==> src/rtl/mux_scan_nx1.sv <==
// Registered N:1 display multiplexer with a built-in channel scan sequencer.
// Optional anti-ghosting blank cycle on channel change: define MUX_SCAN_BLANKING_EN.
module mux_scan_nx1 #(
    parameter  int ANCHO    = 4,
    parameter  int CANALES  = 4,
    parameter  int DIV      = 50000,
    localparam int SELW     = $clog2(CANALES)
) (
    input  logic                       clk,
    input  logic                       reset_n,
    input  logic                       Modo,
    input  logic                       Habilitar,
    input  logic [SELW-1:0]            Seleccion,
    input  logic [CANALES*ANCHO-1:0]   D,
    output logic [ANCHO-1:0]           Y,
    output logic [SELW-1:0]            Canal,
    output logic [CANALES-1:0]         Anodo,
    output logic                       Tick
);
    localparam int PW = $clog2(DIV);

    logic [PW-1:0]      r_presc;
    logic [SELW-1:0]    r_canal;
    logic [ANCHO-1:0]   r_y;
    logic [CANALES-1:0] r_anodo;
    logic               r_tick;

    logic [ANCHO-1:0]   w_ch [CANALES];
    logic [SELW-1:0]    w_next;
    logic [CANALES-1:0] w_strobe;
    logic [CANALES-1:0] w_anodo_nx;
    logic               w_wrap;

    for (genvar k = 0; k < CANALES; k++) begin : g_ch
        assign w_ch[k] = D[k*ANCHO +: ANCHO];
    end

    assign w_wrap = Habilitar && Modo && (r_presc == PW'(DIV - 1));

    // Next channel: manual select (out-of-range holds) or auto advance on wrap.
    always_comb begin
        w_next = r_canal;
        if (!Modo) begin
            if (int'(Seleccion) < CANALES)
                w_next = Seleccion;
        end else if (w_wrap) begin
            w_next = (r_canal == SELW'(CANALES - 1)) ? '0 : r_canal + SELW'(1);
        end
    end

    assign w_strobe = ~(CANALES'(1) << w_next);

`ifdef MUX_SCAN_BLANKING_EN
    // Blank all digits for the one cycle in which the channel changes.
    assign w_anodo_nx = (w_next != r_canal) ? '1 : w_strobe;
`else
    assign w_anodo_nx = w_strobe;
`endif

    always_ff @(posedge clk) begin
        if (!reset_n) begin
            r_presc <= '0;
            r_canal <= '0;
            r_y     <= '0;
            r_anodo <= '1;
            r_tick  <= 1'b0;
        end else if (!Habilitar) begin
            r_presc <= '0;
            r_anodo <= '1;
            r_tick  <= 1'b0;
        end else begin
            if (w_wrap || !Modo)
                r_presc <= '0;
            else
                r_presc <= r_presc + PW'(1);
            r_tick  <= w_wrap;
            r_canal <= w_next;
            r_y     <= w_ch[w_next];
            r_anodo <= w_anodo_nx;
        end
    end

    assign Y     = r_y;
    assign Canal = r_canal;
    assign Anodo = r_anodo;
    assign Tick  = r_tick;
endmodule
==> config.mk <==
export PLATFORM = sky130hd
export DESIGN_NAME = mux_scan_nx1
export DESIGN_NICKNAME = d
export VERILOG_FILES = /design/src/rtl/mux_scan_nx1.sv
export SDC_FILE = /design/constraint.sdc
export NUM_CORES = 1
export LEC_CHECK = 0
export ABC_AREA = 1
export BUFFER_PORTS_ARGS = -buffer_cell sky130_fd_sc_hd__buf_2
export CAP_MARGIN = 40
export CORE_UTILIZATION = 56
export CTS_CLUSTER_DIAMETER = 30
export DETAILED_ROUTE_END_ITERATION = 10
export GPL_ROUTABILITY_DRIVEN = 0
export PLACE_DENSITY = 0.83
export SLEW_MARGIN = 15
export SYNTH_ARGS = -nofsm -noshare
export SYNTH_HDL_FRONTEND = slang
export SYNTH_SLANG_ARGS = --single-unit
==> constraint.sdc <==
create_clock -name clk -period 3.4 [get_ports clk]
set_clock_uncertainty 0.15 [all_clocks]
set_input_delay 0.34 -clock clk [delete_from_list [all_inputs] [get_ports clk]]
set_output_delay 0.34 -clock clk [all_outputs]
set_load 0.01 [all_outputs]
# After elaboration in Yosys (flattened, before gate mapping)
# Cells that the tools add are included.
# totals
regBits,27
in_bits,22
out_inout_bits,11
# op_classes
n_addsub,2
order_cmp,1
n_eq_ne,2
shifts,1
muxes,6
bitwise_logic,4
reduce_logical,6
# ops
cell,n
$add A16 B1 Y16 const B,1
$eq A16 B16 Y1 const B,1
$bmux W4 S2,1
$mux W4,2
$mux W2,3
$not A4 Y4,1
$shl A1 B2 Y4 const A,1
$ge A3 B3 Y1 const B,1
$not A2 Y3,1
$reduce_or A3 Y1,1
$add A2 B1 Y2 const B,1
$eq A2 B2 Y1 const B,1
$logic_and A1 B1 Y1,2
$not A1 Y1,2
$reduce_and A2 Y1,1
$logic_not A1 Y1,1
$logic_or A1 B1 Y1,1

# Depth between registers and ports, before layout
# depth
word_depth,8
ltp_mapped,16
mapped_depth_nobuf,14

# Least setup slack after synthesis
# OpenSTA, ideal clock, no wires.
# synth_timing
kind,register to register
start,register r_presc[0]
end,register r_y[3] (netlist: Y[3])
setup_time_ns,0.109
arrival_time_ns,1.539
setup_slack_ns,1.602
stages_incl_launch_ff,14
path_buffers,1
period_less_slack_ns,1.798
path_cell_list,dfxtp_1 -> ha_1 -> nand3_1 -> nor2_1 -> nand3_2 -> nand3_4 -> nand2_4 -> buf_6 -> nand2_1 -> nand2_1 -> nand2_1 -> nand3_1 -> nand2_1 -> inv_1
# synth_via
elab_chain_len,8
# synth_rtl
element,line,text
start: declaration,22,logic [PW-1:0] r_presc;
start signal: assignment,75,r_presc <= r_presc + PW'(1);
$eq A16 B16 Y1,38,assign w_wrap = Habilitar && Modo && (r_presc == PW'(DIV - 1));
$logic_and A1 B1 Y1,38,
$mux W2,46,end else if (w_wrap) begin
$mux W2,43,if (!Modo) begin
$not A2 Y3 (implied by the code),78,r_y <= w_ch[w_next];
$bmux W4 S2,78,
$mux W4 (implied by the code) (2 in a row),78,
end signal: assignment,78,
end: declaration,24,logic [ANCHO-1:0] r_y;
# Every way passes these cells. The select of a mux whose other input is x is not followed.
# A chain may end at the register's enable or synchronous reset.

# Worst setup path in the final report
# layout_timing
start,register r_presc[0]
end,register r_y[2] (netlist: Y[2])
# The elaborated chain is that of the path after synthesis.

==> qor.txt <==
htree depth: 1
die area: 2704 sq um
Post-CTS Setup Bufs: 0
TritonCTS clock tree: built
hold path start: reset_n
most frequent cells after synthesis: 39 x nand2_1, 29 x nand3_1, 27 x dfxtp_1, 27 x nor2_1, 17 x inv_1
max cap viols: 0
hold buffers post-CTS: 0
DRT antenna net count: 0
Critical Path Source: r_presc[0]$_SDFF_PP0_
Slew Viols, Final: 0
Post-DP HPWL: 2.237 mm
crit path capture type: flip-flop
f_max: 474.8 MHz
Clk Latency, worst-skew pair: 320 ps
layout overhead on the synthesized area: 13.40%
crit share post-route: 0.6194
grt ovf: 0
Syn Inst Count: 198
dominant cell type by area after synthesis: dfxtp_1
DR vias/cell: 5.357
nets: 255
Iter 0 DRT Violations: 54
Starting Density: 0.6152
Mapped Nets: 222
Rel. slew slack: 0.7294
Core Area: 2276 sq um
Post-route DRC: 0
Fin Setup TNS: 0 ps
min Tclk post-route: 2106 ps
First-pass DRT Iterations: 4
complex-gate fraction of the synthesized area: 0.08222
routed wire length: 2.842 mm
Netlist cell types: 28
Chip Height: 52 um
global-route usage over all layers: 0.2271
maximum VDD drop: 0.2699 mV
Mapped Area: 1400 sq um
Hold Crit Class: input port to flip-flop
Crit Path Category: flip-flop to flip-flop
Least-Margin Pin Slew: 404.8 ps
largest net degree at the start of global routing: 15
boundary pin count: 33
Post-synth EDFFs: 0
Worst Path Arrival: 2190 ps
Worst EP required: 3480 ps
first-pass GRT wire length: 4.650 mm
final hold vios: 0
initial antenna violation count: 0
fill cell count: 184
Post-Synth XOR/XNOR Area: 0.02502
Clock Pin Slew Worst Setup and Hold Paths: 140 ps
Synth Area in Adders: 0.01787
status: finished, final reports clean
ant diodes: 0
Seq/Total Area, Yosys: 0.3861
pwr dens: 341.8 nW/um^2
CTS Buf Count: 3
Post-synth ARST share: 0
post-synthesis mux area share: 0
register bit total from synthesis: 27
most area-consuming cells after synthesis: dfxtp_1 39%, nand2_1 10%, nand3_1 10%
leakage: 0.0006690 uW
TritonCTS sink count: 27
Max clock buf depth: 2
crit path launch type: flip-flop
post-synth top area share: 0.3861
Avg WL per Cell: 11.02 um
syn_area_per_cell: 7.071 sq um
via count: 1382
vias in the first global route: 1108
Yosys Warn Count: 0
Buffers on Ports: 32
CP Max Fanout: 11
Reg-to-Reg Start: r_presc[0]$_SDFF_PP0_
main combinational cell family by area after synthesis: simple AND/OR/NAND/NOR gates
most frequent cell after synthesis: nand2_1
layout cell share with drive strength beyond 1: 0.2348
CTS root buffer: clkbuf_4
final core occ: 0.6976
Die W: 52 um
simple-gate share of the synthesized area: 0.4057
unrepaired setup endpoints after global routing: no
Rows: 17
Main synth FF type: dfxtp_1
Final Setup Violations: 0
cts repair resizes: 0
-- final timing paths --
| path | endpoint | slack [ps] | cells after the start |
|---|---|---|---|
| hold reg to reg | r_presc[0]$_SDFF_PP0_ | 300 | 1 |
| setup reg to reg | Y[2]$_SDFFE_PN0P_ | 1290 | 12 |
| hold / removal | Y[0]$_SDFFE_PN0P_ | 150 | 3 |
| setup / recovery | Y[2]$_SDFFE_PN0P_ | 1290 | 12 |
-- layout make-up --
class                      instances  area [sq um]  area share
tap                               28         35.03     0.02206
multi-input combinational        145         743.2      0.4681
clock buffer                       4         26.28     0.01655
inverter                          22         82.58     0.05201
timing repair buffer              32         160.2      0.1009
sequential                        27         540.5      0.3404
-- state kept, by name, indices dropped and copies added, names as in the netlist --
signal / flops
r_presc: 16
Anodo: 4
Y: 4
Canal: 2
Tick: 1
-- cells in the final DEF, fill, tap and decap left out, drive strengths merged, types with 4 or more instances in the layout --
cell type | synthesis | layout
dfxtp | 27 | 27
clkbuf | 0 | 4
a21oi | 9 | 9
nor2 | 32 | 32
o21ai | 11 | 11
buf | 4 | 32
inv | 21 | 21
nand3 | 32 | 32
nand2 | 42 | 42
-- where the power goes --
group | switching [uW] | leakage (uW) | internal (uW) | total, uW
clock | 92.7 | 0.0000150 | 46.0 | 139
combinational | 44.7 | 0.000435 | 30.4 | 75.2
sequential | 4.71 | 0.000219 | 324 | 329
-- stage by stage --
step                      cell area [sq um]  setup WS [ps]  hold WS (ps)  cells  power [uW]
after floorplan                        1400           1602         263.0    198       386.8
after global placement                 1562           1461         271.5    254       407.9
after detailed placement               1562           1353         282.9    254       410.1
after CTS                              1588           1318         141.6    258       546.5
after global routing                   1588           1044         165.8    258       567.3
final                                  1588           1294         153.9    258       542.6
-- kinds of logic (layout without fill, tap and decap cells) --
group | Yosys count | in the layout
AND/OR/NAND/NOR | 117 | 117
flip-flops | 27 | 27
buffers and inverters | 26 | 58
AO/OA/AOI/OAI | 22 | 22
XOR/XNOR | 4 | 4
adder cells (fa/ha/maj) | 2 | 2
-- worst max-delay path, cell delays in order (launching register included) --
cell     delay (ps)
dfxtp_1         370
ha_1            190
nand3_1         190
nor2_2          190
nand3_2         130
nand2_1          90
nand3_1          70
nand2_1         270
nor2_2           90
nand2_1          70
nand2_1          50
nor2_1          100
nor2_1           50
-- layer usage --
metal / track usage / vias up / routed length (um)
li1: - / 706 / -
met1: 0.3179 / 620 / 1354
met2: 0.3611 / 50 / 1282
met4: 0.06757 / 0 / 29
met3: 0.02632 / 6 / 175
met5: 0 / - / 0
No activity file was read; power rests on OpenSTA's default activity.
